===== config.mk =====
export PLATFORM = sky130hd
export DESIGN_NAME = alu_rs_flat
export DESIGN_NICKNAME = d
export VERILOG_FILES = /design/src/rtl/alu_rs_if.sv /design/src/rtl/alu_rs.sv /design/src/flat_wrapper.sv
export SDC_FILE = /design/constraint.sdc
export NUM_CORES = 1
export LEC_CHECK = 0
export CORE_MARGIN = 3
export CORE_UTILIZATION = 40
export DETAILED_ROUTE_END_ITERATION = 6
export HOLD_SLACK_MARGIN = 0.05
export PLACE_DENSITY_LB_ADDON = 0.25
export SYNTH_ARGS = -nofsm -noshare
export SYNTH_HDL_FRONTEND = slang
export SYNTH_SLANG_ARGS = --single-unit

===== constraint.sdc =====
create_clock -name clk -period 9.5 [get_ports clk]
set_input_delay 2.85 -clock clk [delete_from_list [all_inputs] [get_ports clk]]
set_output_delay 2.85 -clock clk [all_outputs]
set_load 0.005 [all_outputs]

===== src/rtl/alu_rs_if.sv =====
// rtl/alu_rs_if.sv - dispatch, CDB snoop and ALU issue signals of the ALU reservation station
interface alu_rs_if #(
  parameter int WIDTH   = 32,
  parameter int RSBIT   = 3,
  parameter int ENTRIES = 4
);
  localparam int OCCW = $clog2(ENTRIES + 1);

  logic             disp_valid;
  logic             disp_ready;
  logic [RSBIT-1:0] disp_tag;
  logic [3:0]       disp_op;
  logic [WIDTH-1:0] disp_vl;
  logic [RSBIT-1:0] disp_ql;
  logic [WIDTH-1:0] disp_vr;
  logic [RSBIT-1:0] disp_qr;
  logic [RSBIT-1:0] cdb_tag;
  logic [WIDTH-1:0] cdb_val;
  logic [RSBIT-1:0] alu_rs;
  logic [3:0]       alu_op;
  logic [WIDTH-1:0] alu_vl;
  logic [WIDTH-1:0] alu_vr;
  logic [OCCW-1:0]  occupancy;

  modport master (
    output disp_valid, disp_op, disp_vl, disp_ql, disp_vr, disp_qr, cdb_tag, cdb_val,
    input  disp_ready, disp_tag, alu_rs, alu_op, alu_vl, alu_vr, occupancy
  );

  modport slave (
    input  disp_valid, disp_op, disp_vl, disp_ql, disp_vr, disp_qr, cdb_tag, cdb_val,
    output disp_ready, disp_tag, alu_rs, alu_op, alu_vl, alu_vr, occupancy
  );
endinterface


===== src/rtl/alu_rs.sv =====
// rtl/alu_rs.sv - reservation station feeding the ALU: captures operands from the CDB, issues one ready op per cycle
module alu_rs #(
  parameter int WIDTH    = 32,
  parameter int RSBIT    = 3,
  parameter int ENTRIES  = 4,
  parameter int TAG_BASE = 1
) (
  input  logic   clk,
  input  logic   rst,
  alu_rs_if.slave bus
);
  localparam int IDXW = (ENTRIES > 1) ? $clog2(ENTRIES) : 1;
  localparam int OCCW = $clog2(ENTRIES + 1);

  logic [ENTRIES-1:0] busy;
  logic [3:0]         op [ENTRIES];
  logic [WIDTH-1:0]   vl [ENTRIES];
  logic [WIDTH-1:0]   vr [ENTRIES];
  logic [RSBIT-1:0]   ql [ENTRIES];
  logic [RSBIT-1:0]   qr [ENTRIES];

  logic [RSBIT-1:0]   alu_rs_q;
  logic [3:0]         alu_op_q;
  logic [WIDTH-1:0]   alu_vl_q;
  logic [WIDTH-1:0]   alu_vr_q;

  logic               free_found;
  logic [IDXW-1:0]    free_idx;
  logic               iss_found;
  logic [IDXW-1:0]    iss_idx;
  logic [OCCW-1:0]    occ;
  logic               accept;
  logic               cap_l;
  logic               cap_r;

  // Descending scan so the lowest matching index wins.
  always_comb begin
    free_found = 1'b0;
    free_idx   = '0;
    iss_found  = 1'b0;
    iss_idx    = '0;
    occ        = '0;
    for (int i = ENTRIES - 1; i >= 0; i--) begin
      if (!busy[i]) begin
        free_found = 1'b1;
        free_idx   = IDXW'(i);
      end
      if (busy[i] && ql[i] == '0 && qr[i] == '0) begin
        iss_found = 1'b1;
        iss_idx   = IDXW'(i);
      end
      occ = occ + OCCW'(busy[i]);
    end
  end

  assign accept = bus.disp_valid && free_found;
  assign cap_l  = (bus.disp_ql != '0) && (bus.disp_ql == bus.cdb_tag);
  assign cap_r  = (bus.disp_qr != '0) && (bus.disp_qr == bus.cdb_tag);

  always_ff @(posedge clk) begin
    if (rst) begin
      busy     <= '0;
      alu_rs_q <= '0;
      alu_op_q <= '0;
      alu_vl_q <= '0;
      alu_vr_q <= '0;
    end else begin
      for (int i = 0; i < ENTRIES; i++) begin
        if (busy[i] && ql[i] != '0 && ql[i] == bus.cdb_tag) begin
          vl[i] <= bus.cdb_val;
          ql[i] <= '0;
        end
        if (busy[i] && qr[i] != '0 && qr[i] == bus.cdb_tag) begin
          vr[i] <= bus.cdb_val;
          qr[i] <= '0;
        end
      end

      if (iss_found) begin
        busy[iss_idx] <= 1'b0;
        alu_rs_q      <= RSBIT'(TAG_BASE) + RSBIT'(iss_idx);
        alu_op_q      <= op[iss_idx];
        alu_vl_q      <= vl[iss_idx];
        alu_vr_q      <= vr[iss_idx];
      end else begin
        alu_rs_q <= '0;
      end

      // The free entry is never the issuing one, so no same-edge reuse.
      if (accept) begin
        busy[free_idx] <= 1'b1;
        op[free_idx]   <= bus.disp_op;
        vl[free_idx]   <= cap_l ? bus.cdb_val : bus.disp_vl;
        ql[free_idx]   <= cap_l ? '0 : bus.disp_ql;
        vr[free_idx]   <= cap_r ? bus.cdb_val : bus.disp_vr;
        qr[free_idx]   <= cap_r ? '0 : bus.disp_qr;
      end
    end
  end

  assign bus.disp_ready = free_found;
  assign bus.disp_tag   = RSBIT'(TAG_BASE) + RSBIT'(free_idx);
  assign bus.occupancy  = occ;
  assign bus.alu_rs     = alu_rs_q;
  assign bus.alu_op     = alu_op_q;
  assign bus.alu_vl     = alu_vl_q;
  assign bus.alu_vr     = alu_vr_q;
endmodule

===== src/flat_wrapper.sv =====
// flat-port wrapper written by rule: the top's interface ports become plain ports
module alu_rs_flat 
#(
  parameter int WIDTH    = 32,
  parameter int RSBIT    = 3,
  parameter int ENTRIES  = 4,
  parameter int TAG_BASE = 1
)
  (clk, rst, bus_disp_valid, bus_disp_op, bus_disp_vl, bus_disp_ql, bus_disp_vr, bus_disp_qr, bus_cdb_tag, bus_cdb_val, bus_disp_ready, bus_disp_tag, bus_alu_rs, bus_alu_op, bus_alu_vl, bus_alu_vr, bus_occupancy);
  alu_rs_if #(.WIDTH(WIDTH), .RSBIT(RSBIT), .ENTRIES(ENTRIES)) bus_i ();
  input  logic clk;
  input  logic rst;
  input wire logic [$bits(bus_i.disp_valid)-1:0] bus_disp_valid;
  input wire logic [$bits(bus_i.disp_op)-1:0] bus_disp_op;
  input wire logic [$bits(bus_i.disp_vl)-1:0] bus_disp_vl;
  input wire logic [$bits(bus_i.disp_ql)-1:0] bus_disp_ql;
  input wire logic [$bits(bus_i.disp_vr)-1:0] bus_disp_vr;
  input wire logic [$bits(bus_i.disp_qr)-1:0] bus_disp_qr;
  input wire logic [$bits(bus_i.cdb_tag)-1:0] bus_cdb_tag;
  input wire logic [$bits(bus_i.cdb_val)-1:0] bus_cdb_val;
  output wire logic [$bits(bus_i.disp_ready)-1:0] bus_disp_ready;
  output wire logic [$bits(bus_i.disp_tag)-1:0] bus_disp_tag;
  output wire logic [$bits(bus_i.alu_rs)-1:0] bus_alu_rs;
  output wire logic [$bits(bus_i.alu_op)-1:0] bus_alu_op;
  output wire logic [$bits(bus_i.alu_vl)-1:0] bus_alu_vl;
  output wire logic [$bits(bus_i.alu_vr)-1:0] bus_alu_vr;
  output wire logic [$bits(bus_i.occupancy)-1:0] bus_occupancy;
  assign bus_i.disp_valid = bus_disp_valid;
  assign bus_i.disp_op = bus_disp_op;
  assign bus_i.disp_vl = bus_disp_vl;
  assign bus_i.disp_ql = bus_disp_ql;
  assign bus_i.disp_vr = bus_disp_vr;
  assign bus_i.disp_qr = bus_disp_qr;
  assign bus_i.cdb_tag = bus_cdb_tag;
  assign bus_i.cdb_val = bus_cdb_val;
  assign bus_disp_ready = bus_i.disp_ready;
  assign bus_disp_tag = bus_i.disp_tag;
  assign bus_alu_rs = bus_i.alu_rs;
  assign bus_alu_op = bus_i.alu_op;
  assign bus_alu_vl = bus_i.alu_vl;
  assign bus_alu_vr = bus_i.alu_vr;
  assign bus_occupancy = bus_i.occupancy;
  alu_rs #(.WIDTH(WIDTH), .RSBIT(RSBIT), .ENTRIES(ENTRIES), .TAG_BASE(TAG_BASE)) u_core (.clk(clk), .rst(rst), .bus(bus_i));
endmodule

# [After elaboration in Yosys (flattened, before gate mapping)]
# Memories as Yosys holds them, arrays and structs flattened. A register that Yosys moved wholly into a read port is not among the register bits.
# Index checks and enable logic that the tools add are counted.
[totals] mem_bits_rw=296 out_inout_bits=78 inputBits=112 n_memories=5 wordCells=132 register_bits=7
[memory_table] memory="u_core.vl" depth=4 word_bits=32 rd=1 rd_ports_with_merged_regs=1 wr=5 line="alu_rs.sv:17" source="logic [WIDTH-1:0] vl [ENTRIES];"
[memory_table] memory="u_core.vr" depth=4 word_bits=32 rd=1 rd_ports_with_merged_regs=1 wr=5 line="alu_rs.sv:18" source="logic [WIDTH-1:0] vr [ENTRIES];"
[memory_table] memory="u_core.op" depth=4 word_bits=4 rd=1 rd_ports_with_merged_regs=1 wr=1 line="alu_rs.sv:16" source="logic [3:0] op [ENTRIES];"
[memory_table] memory="u_core.ql" depth=4 word_bits=3 rd=4 rd_ports_with_merged_regs=0 wr=5 line="alu_rs.sv:19" source="logic [RSBIT-1:0] ql [ENTRIES];"
[memory_table] memory="u_core.qr" depth=4 word_bits=3 rd=4 rd_ports_with_merged_regs=0 wr=5 line="alu_rs.sv:20" source="logic [RSBIT-1:0] qr [ENTRIES];"
[op_classes] n_bitwise=4 n_addsub=5 n_reduce_logical=48 eq_ne=10 muxes=54 order_cmp=4
[ops] cell="$mux W32" count=2
[ops] cell="$mux W1" count=37
[ops] cell="$eq A3 B3 Y1" count=10
[ops] cell="$reduce_bool A3 Y1" count=10
[ops] cell="$logic_and A1 B1 Y1" count=29
[ops] cell="$logic_not A3 Y1" count=8
[ops] cell="$mux W2" count=8
[ops] cell="$mux W4" count=3
[ops] cell="$add A1 B2 Y3 const A" count=2
[ops] cell="$add A3 B1 Y3" count=2
[ops] cell="$lt A2 B3 Y1 const B" count=2
[ops] cell="$mux W3" count=2
[ops] cell="$and A4 B4 Y4" count=1
[ops] cell="$demux W1 S2" count=2
[ops] cell="$ge A2 B1 Y1 const B" count=2
[ops] cell="$not A4 Y4" count=1
[ops] cell="$or A4 B4 Y4" count=1
[ops] cell="$add A1 B1 Y2" count=1
[ops] cell="$reduce_or A2 Y1" count=1
[ops] cell="$not A1 Y1" count=1

# [Logic depth before layout (Yosys ltp)]
# Gate-level depths: netlist of run 1.
# An unclocked memory read counts as a cell.
[logic_depth] word_depth=18 ltp_mapped=10 ltp_nobuf=9

# [Least setup slack after synthesis of run 1]
# No wires, ideal clock.
[synth_path] path_type="input -> register" from="input port bus_cdb_tag[2]" to="memory u_core.qr[2][0] (enable)" path_buffers=2 arrival_time_ns=7.082 slack_ns=1.893 required_ns=8.975 setup_time_ns=0.525 cell_stages=5 cell_sequence="buf_6 buf_2 nor3_1 a21oi_1 o41ai_1"
[synth_rtl] item="from (decl)" line="flat_wrapper.sv:19" source="input wire logic [$bits(bus_i.cdb_tag)-1:0] bus_cdb_tag;"
[synth_rtl] item="to (decl)" line="alu_rs.sv:20"

==> flow_summary.json, run 1 <==
{
  "syn_inst": 1090,
  "areaGrowthSynthToFinish_pct": 18.4,
  "synth_area_um2": 18400,
  "status": "completed",
  "layout-drive-gt1-share": 0.309,
  "critical_path_class": "in2reg",
  "fin_crit_ps": 5830,
  "holdPathStages": 1,
  "crit_chain": "clkdlybuf4s50_1 > nor3b_1 > a21oi_1 > nor3_1 > a31oi_1 > o31ai_4 > buf_4",
  "max_cap_viol_count": 0,
  "ys.flop_type": "edfxtp_1",
  "synthMuxAreaShare": 0.207,
  "syn_area_per_cell_um2": 16.8,
  "layout_common_cells": "296 x edfxtp_1, 240 x mux2_4, 189 x clkdlybuf4s50_1",
  "r2r_end": "u_core.bus.alu_vl[16]$_SDFFE_PP0N_",
  "synth-simple-area-share": 0.0395,
  "reg2reg_depth": 6,
  "peakVddDrop_uv": 105,
  "fin_crit_sh": 0.614,
  "slew_headroom": 0.211,
  "hold_path_end": "u_core.bus.alu_vr[20]$_SDFFE_PP0N_",
  "core_um2": 44800,
  "power.total_mw": 3.78,
  "worst_pin_slew_ps": 1180,
  "fin_cells": 1882,
  "setup-violations-final": 0,
  "seq_area_frac_synth": 0.566,
  "path_buf_inv": 2,
  "via_per_inst": 5.65,
  "fp.dieW_um": 220,
  "async_flop_share": 0,
  "drt_iter0_markers": 676,
  "hold_path.class": "reg2reg",
  "rsz0062_at_grt": "no",
  "synth_nets": 1214,
  "reg2reg_slack_ps": 6280,
  "fillers": 3820,
  "post_cts_buffers": 0,
  "grt_pass1_vias": 11200,
  "start_util": 0.410,
  "drtAntennaViolNets": 0,
  "placed_cells": 1804,
  "routedWlPerCell_um": 25.8,
  "synth-edff-count": 296,
  "cts_tree": "done",
  "path_clk_slew_ps": 60,
  "clock.fmax_mhz": 171,
  "synth-compound-area-share": 0.120,
  "setup-tns-final_ps": 0,
  "yosysUniqueCellTypes": 54,
  "crit_path_max_incr_delay_ps": 1020,
  "power.leakage_nw": 7.97,
  "grt_first_pass_wirelength_um": 71800,
  "clock_latency_ps": 570,
  "gp_congestion": 0.751,
  "grt_start_max_net_pins": 72,
  "io_pins": 190,
  "powerDensity_nw_per_um2": 174,
  "crit_path_end_kind": "register",
  "first_pass_iters": 5,
  "hp-start": "u_core.bus.alu_vr[20]$_SDFFE_PP0N_",
  "track_usage": 0.200,
  "synth-adder-area-share": 0.00859,
  "ys_seq_elements": 371,
  "htreeDepth": 2,
  "diodes": 0,
  "antenna_found_initial": 0,
  "dp_hpwl_um": 29700,
  "clock_skew_ps": 21.6,
  "cts_resized": 0,
  "drc": 0,
  "ys_warn_count": 0,
  "drt-total-wl_um": 48600,
  "crit_required_ps": 9730,
  "io_buffer_count": 189,
  "final_nets": 1380,
  "rows": 77,
  "cts_buffers": 42,
  "crit_slowest_cell": "o31ai_4",
  "layout_commonest_cell": "edfxtp_1",
  "hold_viol": 0,
  "root_buffer": "clkbuf_16",
  "vias": 10600,
  "slew_violations": 0,
  "dieHeight_um": 220,
  "critPathArrivalTime_ps": 6060,
  "hold_buffers": 0,
  "clockBufferDepth": 3,
  "synth_top_family_by_area": "multiplexers",
  "die-area_um2": 48500,
  "cts.sink_count": 371,
  "crit_path_max_fanout": 26,
  "r2r_start": "u_core.busy[0]$_SDFF_PP0_",
  "cp-start-kind": "input port",
  "synthXorXnorAreaFrac": 0.00955,
  "overflow": 0,
  "cpLargestDelayFamily": "buffers and inverters"
}
==> synthesized netlist by cell type (2+ instances only) <==
cell type	number	area, um2
a211o_4	2	35.0
a21o_1	4	30.0
a21oi_1	11	55.1
a221oi_1	47	412
a221oi_2	20	300
a31oi_1	8	50.1
and3_1	3	18.8
buf_1	4	15.0
buf_12	24	480
buf_2	16	80.1
buf_4	7	52.6
buf_6	7	78.8
clkbuf_1	23	86.3
clkinv_8	4	65.1
dfxtp_1	75	1500
edfxtp_1	296	8890
ha_1	11	138
inv_1	7	26.3
mux2_2	16	180
mux2_4	240	3600
nand2_1	20	75.1
nand2_4	2	22.5
nand2_8	12	240
nor2_1	28	105
nor2_2	2	12.5
nor3_1	10	50.1
nor3b_1	8	60.1
o21ai_0	2	10.0
o221ai_1	58	508
o221ai_2	9	135
o2bb2ai_1	67	587
o31ai_1	7	52.6
xnor2_1	7	61.3
xor2_1	13	114
==> per-layer routing <==
layer	up-vias	part of all wire	global-route usage
met5	-	0	0
met4	0	0.025	0.0582
met2	339	0.48	0.332
met1	5453	0.44	0.270
met3	77	0.054	0.0375
li1	4772	-	-
==> cell families after synthesis <==
| group | Yosys count |
|---|---|
| fa+ha+maj | 12 |
| buf+inv | 94 |
| flops | 371 |
| xor+xnor | 20 |
| simple gates | 97 |
| compound gates | 239 |
| mux | 257 |
==> power by group <==
part	switching (mW)	internal (mW)
clock	0.658	0.909
sequential	0.0195	1.81
combinational	0.183	0.196
total	0.860	2.92
==> registers in the layout, summed over array words and instances (netlist names) <==
register and count:
u_core.qr 12, u_core.bus.alu_op 4, u_core.ql 12, u_core.bus.alu_vl 32, u_core.op 16, u_core.bus.alu_rs 3
u_core.busy 4, u_core.bus.alu_vr 32, u_core.vl 128, u_core.vr 128
==> how the worst max path moves through the flow <==
stage / depth (start not counted) / start / to / slack (ps)
after floorplan: 5 / bus_cdb_tag[2] / u_core.qr[2][0]$_SDFFCE_PN0P_ / 1890
after global placement: 7 / bus_cdb_tag[2] / u_core.vr[0][10]$_DFFE_PP_ / 3050
after detailed placement: 7 / bus_cdb_tag[2] / u_core.vr[0][6]$_DFFE_PP_ / 3090
after CTS: 7 / bus_cdb_tag[2] / u_core.vr[0][31]$_DFFE_PP_ / 3670
after global routing: 7 / bus_cdb_tag[2] / u_core.vr[0][11]$_DFFE_PP_ / 3350
final: 7 / bus_cdb_tag[2] / u_core.vr[0][11]$_DFFE_PP_ / 3670
==> cell type report <==
class | instances | area, um2 | area share
Multi-Input combinational cell | 625 | 7180 | 0.330
Clock inverter | 11 | 105 | 0.00484
Timing Repair Buffer | 204 | 2000 | 0.0922
Inverter | 12 | 96.3 | 0.00443
Tap cell | 592 | 741 | 0.0341
Clock buffer | 67 | 1220 | 0.0560
Sequential cell | 371 | 10400 | 0.478
==> stage by stage <==
step	setup slack, ps	hold slack, ps	cell area (um2)	utilization
finish	3670	463	21700	0.485
floorplan	1890	456	18400	-
global placement	3050	450	20400	0.456
CTS	3670	469	21700	0.485
global route	3350	476	21700	0.485
detailed placement	3090	449	20400	0.456
Power figures use the tool's default switching activity.
==> run 2: changes to the inputs <==
- clock period: 9.5 -> 4.8 ns (I/O delays scaled with it)
==> run 2 against run 1 <==
  * Sequential power rose by 98%
  * Final cell count rose by 0.64%
  * Count of clock-buffer cells in the layout fell by 12
  * First-iteration DRC count rose by 20%
  * Register-to-register slack got worse by 4300 ps
  * Die area did not move
  * Worst setup slack got worse by 2800 ps
  * Combinational power rose by 100%
  * Largest cell class unchanged
  * Highest routed layer is now met5
==> flow_summary.json, run 2 (synthesis results as in run 1) <==
{
  "status": "completed",
  "hold_viol": 0,
  "grt_pass1_vias": 11100,
  "layout_common_cells": "296 x edfxtp_1, 240 x mux2_4, 189 x clkdlybuf4s50_1",
  "start_util": 0.410,
  "io_buffer_count": 189,
  "path_clk_slew_ps": 60,
  "areaGrowthSynthToFinish_pct": 20.0,
  "startpoint": "u_core.busy[3]$_SDFF_PP0_",
  "power.leakage_nw": 8.13,
  "critPathArrivalTime_ps": 2510,
  "grt_start_max_net_pins": 54,
  "clock_latency_ps": 560,
  "fillers": 3818,
  "grt_first_pass_wirelength_um": 71800,
  "layout-drive-gt1-share": 0.317,
  "crit_path_max_fanout": 4,
  "placed_cells": 1815,
  "die-area_um2": 48500,
  "root_buffer": "clkbuf_16",
  "cp-start-kind": "register",
  "cts_resized": 0,
  "slew_violations": 0,
  "track_usage": 0.200,
  "power.total_mw": 7.75,
  "overflow": 0,
  "setup-violations-final": 0,
  "critical_path_class": "reg2out",
  "rsz0062_at_grt": "no",
  "rows": 77,
  "routedWlPerCell_um": 25.9,
  "hold_buffers": 0,
  "clock.fmax_mhz": 253,
  "io_pins": 190,
  "fp.dieW_um": 220,
  "first_pass_iters": 5,
  "drt-total-wl_um": 49100,
  "fin_crit_ps": 3950,
  "peakVddDrop_uv": 224,
  "clockBufferDepth": 3,
  "post_cts_buffers": 0,
  "post-route-util": 0.492,
  "drtAntennaViolNets": 0,
  "layout_commonest_cell": "edfxtp_1",
  "clock_skew_ps": 19.3,
  "final-seq-area_um2": 10400,
  "gp_congestion": 0.802,
  "cts_tree": "done",
  "final_nets": 1391,
  "worst_pin_slew_ps": 858,
  "largestRegisters": "u_core.vl: 128 flops, u_core.vr: 128 flops",
  "max_cap_viol_count": 0,
  "antenna_found_initial": 2,
  "htreeDepth": 2,
  "core_um2": 44800,
  "r2r_start": "u_core.busy[3]$_SDFF_PP0_",
  "vias": 10700,
  "fin_cells": 1894,
  "dieHeight_um": 220,
  "multiInputGateArea_um2": 7190,
  "slew_headroom": 0.428,
  "crit_required_ps": 3360,
  "powerDensity_nw_per_um2": 352,
  "via_per_inst": 5.66,
  "fin_crit_sh": 0.824,
  "drc": 0,
  "crit_path_end_kind": "primary output",
  "hold_path.class": "reg2reg",
  "cts.sink_count": 371,
  "dp_hpwl_um": 29800,
  "cts_buffers": 42,
  "setup-tns-final_ps": 0,
  "drt_iter0_markers": 813,
  "hp-start": "u_core.bus.alu_vl[29]$_SDFFE_PP0N_"
}
[run 2: cell count changes in the layout (fill, tap and decap cells not counted), moves of 2 or more]
cell       before  now
buf_4          15   21
clkinv_1        2   10
bufinv_16       1    6
clkbuf_16      43   45
clkbuf_8        5    3
buf_12          0    5
inv_6           2    0
clkbuf_1       19    7
clkinv_2        3    6
[run 2: power breakdown]
part / switching [mW] / leakage (nW) / internal (mW)
clock network: 1.30 / 0.709 / 2.07
logic: 0.365 / 4.10 / 0.397
registers: 0.0384 / 3.32 / 3.59
[run 2: cell type report]
type                            instances  share of cell area
Inverter                               12             0.00437
Sequential cell                       371               0.472
Antenna cell                            1            0.000114
Tap cell                              592              0.0336
Timing Repair Buffer                  215              0.0976
Clock inverter                         23              0.0118
Clock buffer                           55              0.0542
Multi-Input combinational cell        625               0.327
[run 2: critical path: stages, from the launching register on]
cell             delay, ps
dfxtp_1                390
inv_1                   60
ha_1                   270
inv_1                   50
fa_1                   380
ha_1                   310
clkdlybuf4s50_1        500
[run 2: layer usage]
metal,vias up,global-route usage,routed length [um]
met2,327,0.343,24200
met3,64,0.0331,2720
li1,4797,-,-
met4,2,0.0485,906
met5,-,0,10
met1,5529,0.265,21200
[run 2: through the flow]
step	area (um2)	hold WS [ps]	setup WS, ps
after detailed placement	20600	446	748
final	22000	460	846
after global routing	22000	472	672
after CTS	22000	465	802
after floorplan	18400	456	253
after global placement	20600	445	755
[run 2: final timing paths]
path | to | slack (ps) | depth (start not counted)
setup / recovery | bus_occupancy[1] | 850 | 6
hold / removal | u_core.bus.alu_vl[29]$_SDFFE_PP0N_ | 460 | 1
setup reg to reg | u_core.vl[3][31]$_DFFE_PP_ | 2030 | 9
hold reg to reg | u_core.bus.alu_vl[29]$_SDFFE_PP0N_ | 460 | 1
==> run 3: changes to the inputs <==
- clock period: 4.8 -> 3.25 ns (I/O delays scaled with it)
==> run 3 against run 2 <==
  * Routed wire length rose by 1.0%
  * Die area did not move
  * First-iteration DRC count up 3.9%
  * Critical path type unchanged
  * Clock skew decreased by 2.2 ps
  * Sequential power grew 48%
  * Register-to-register slack lost 1200 ps
  * Combinational power up 59%
  * Count of clock-buffer cells in the layout decreased by 2
  * Clock power grew 32%
  * Critical endpoint unchanged
  * Highest routed layer is now met4
==> flow_summary.json, run 3 (synthesis results as in run 1) <==
{
  "p_int_mw": 8.55,
  "status": "completed",
  "rows": 77,
  "start_util": 0.410,
  "worstSetupEndpoint": "bus_occupancy[1]",
  "grt_first_pass_wirelength_um": 74200,
  "cts_buffers": 41,
  "vias": 10900,
  "hold_path.class": "reg2reg",
  "areaGrowthSynthToFinish_pct": 22.5,
  "dieHeight_um": 220,
  "antenna_found_initial": 1,
  "peakVddDrop_uv": 279,
  "crit_path_max_fanout": 5,
  "swShare": 0.224,
  "overflow": 0,
  "root_buffer": "clkbuf_16",
  "io_buffer_count": 189,
  "layout_common_cells": "296 x edfxtp_1, 240 x mux2_4, 184 x clkdlybuf4s50_1",
  "pwr-share-comb": 0.110,
  "slew_headroom": 0.394,
  "die-area_um2": 48500,
  "cts.sink_count": 371,
  "drtAntennaViolNets": 0,
  "cp-start-kind": "register",
  "track_usage": 0.205,
  "placed_cells": 1847,
  "critPathArrivalTime_ps": 2170,
  "power.total_mw": 11.0,
  "first_pass_iters": 5,
  "dp_hpwl_um": 31700,
  "netSwitchingPower_mw": 2.47,
  "layout_commonest_cell": "edfxtp_1",
  "max_cap_viol_count": 0,
  "r2r_end": "u_core.vl[1][31]$_DFFE_PP_",
  "fp.dieW_um": 220,
  "drt-total-wl_um": 49600,
  "core_um2": 44800,
  "clock_latency_ps": 550,
  "reg2reg_depth": 9,
  "grt_start_max_net_pins": 69,
  "largestRegisters": "u_core.vl: 128 flops, u_core.vr: 128 flops",
  "fin_crit_ps": 3140,
  "cts_tree": "done",
  "drt_iter0_markers": 845,
  "dp_slack_ps": 52.0,
  "drc": 0,
  "power.leakage_nw": 8.37,
  "fin_cells": 1924,
  "final_nets": 1424,
  "routedWlPerCell_um": 25.8,
  "reg2reg_slack_ps": 860,
  "clock.fmax_mhz": 318,
  "r2r_start": "u_core.busy[3]$_SDFF_PP0_",
  "holdWs_ps": 464,
  "rsz0062_at_grt": "no",
  "startpoint": "u_core.busy[2]$_SDFF_PP0_",
  "via_per_inst": 5.66,
  "setup_slack_ps": 107,
  "clock_skew_ps": 17.1,
  "fillers": 3797,
  "gp_congestion": 0.835,
  "grt_pass1_vias": 11500,
  "seq_power_share": 0.485,
  "setup-violations-final": 0,
  "io_pins": 190,
  "slew_violations": 0,
  "htreeDepth": 2,
  "post-route-util": 0.502,
  "hold_buffers": 0,
  "fin_crit_sh": 0.967,
  "worst_pin_slew_ps": 909,
  "powerDensity_nw_per_um2": 490,
  "p_clk_frac": 0.405,
  "clockBufferDepth": 3,
  "layout-drive-gt1-share": 0.332,
  "crit_path_end_kind": "primary output",
  "crit_required_ps": 2270,
  "critical_path_class": "reg2out",
  "path_clk_slew_ps": 60,
  "hold_viol": 0
}
==> run 3: cell types whose count changed in the layout (fill, tap and decap cells not counted), sizes merged <==
cell and change:
buf +34, clkdlybuf4s50 -5, bufinv -4, dlygate4sd2 +4
clkbuf -2, clkinv +1, dlymetal6s2s +1, inv +1
==> run 3: final cells by class <==
class / instances / area [um2] / share of cell area
timing repair buffer: 249 / 2770 / 0.123
sequential: 371 / 10400 / 0.462
tap: 592 / 741 / 0.0329
antenna: 1 / 2.50 / 0.000111
clock buffer: 53 / 1130 / 0.0504
multi-input combinational: 625 / 7210 / 0.321
clock inverter: 21 / 143 / 0.00634
inverter: 12 / 96.3 / 0.00428
==> run 3: worst max-delay path: stages, from the launching register on <==
cell and delay, ps:
dfxtp_4 370, ha_1 280, inv_1 40, fa_1 370, ha_1 290, dlygate4sd2_1 270
==> run 3: how the worst min path moves through the flow <==
stage / to / depth (start not counted) / slack (ps) / from
2_1_floorplan: u_core.bus.alu_op[0]$_SDFFE_PP0N_ / 1 / 460 / u_core.bus.alu_op[0]$_SDFFE_PP0N_
3_3_place_gp: u_core.bus.alu_vl[29]$_SDFFE_PP0N_ / 1 / 450 / u_core.bus.alu_vl[29]$_SDFFE_PP0N_
6_report: u_core.bus.alu_vr[25]$_SDFFE_PP0N_ / 1 / 460 / u_core.bus.alu_vr[25]$_SDFFE_PP0N_
4_1_cts: u_core.bus.alu_vl[26]$_SDFFE_PP0N_ / 1 / 470 / u_core.bus.alu_vl[26]$_SDFFE_PP0N_
3_5_place_dp: u_core.bus.alu_vl[11]$_SDFFE_PP0N_ / 1 / 450 / u_core.bus.alu_vl[11]$_SDFFE_PP0N_
5_1_grt: u_core.bus.alu_vl[27]$_SDFFE_PP0N_ / 1 / 480 / u_core.bus.alu_vl[27]$_SDFFE_PP0N_
==> run 3: what timing repair did <==
action | in CTS | in global routing
endpoints found under the setup margin | 5 | 2
pin swaps | 0 | 1
setup buffers | 2 | 0
hold endpoints to repair | 0 | 0
gates resized for setup | 11 | 2
==> run 3: per-stage QoR <==
step	area [um2]	TNS (ps)
final	22500	0
after global routing	22500	0
after CTS	22500	0
after detailed placement	21200	0
after global placement	21200	0
after floorplan	18500	-36360
==> run 3: per-layer routing <==
layer  up-vias  routed length [um]  global-route usage  part of all wire
li1       4875                   -                   -                 -
met1      5587               22000               0.280              0.44
met2       359               23700               0.340              0.48
met3        73                2750              0.0336             0.055
met4         0                1140              0.0580             0.023
met5         -                   0                   0                 0
==> run 3: power groups by stage <==
stage | sequential [mW] | combinational, mW | clock [mW]
6_report | 5.35 | 1.21 | 4.46
5_1_grt | 5.36 | 1.29 | 4.74
4_1_cts | 5.35 | 1.22 | 4.55
3_5_place_dp | 5.45 | 1.21 | 0
3_3_place_gp | 5.45 | 1.19 | 0
2_1_floorplan | 5.44 | 0.719 | 0
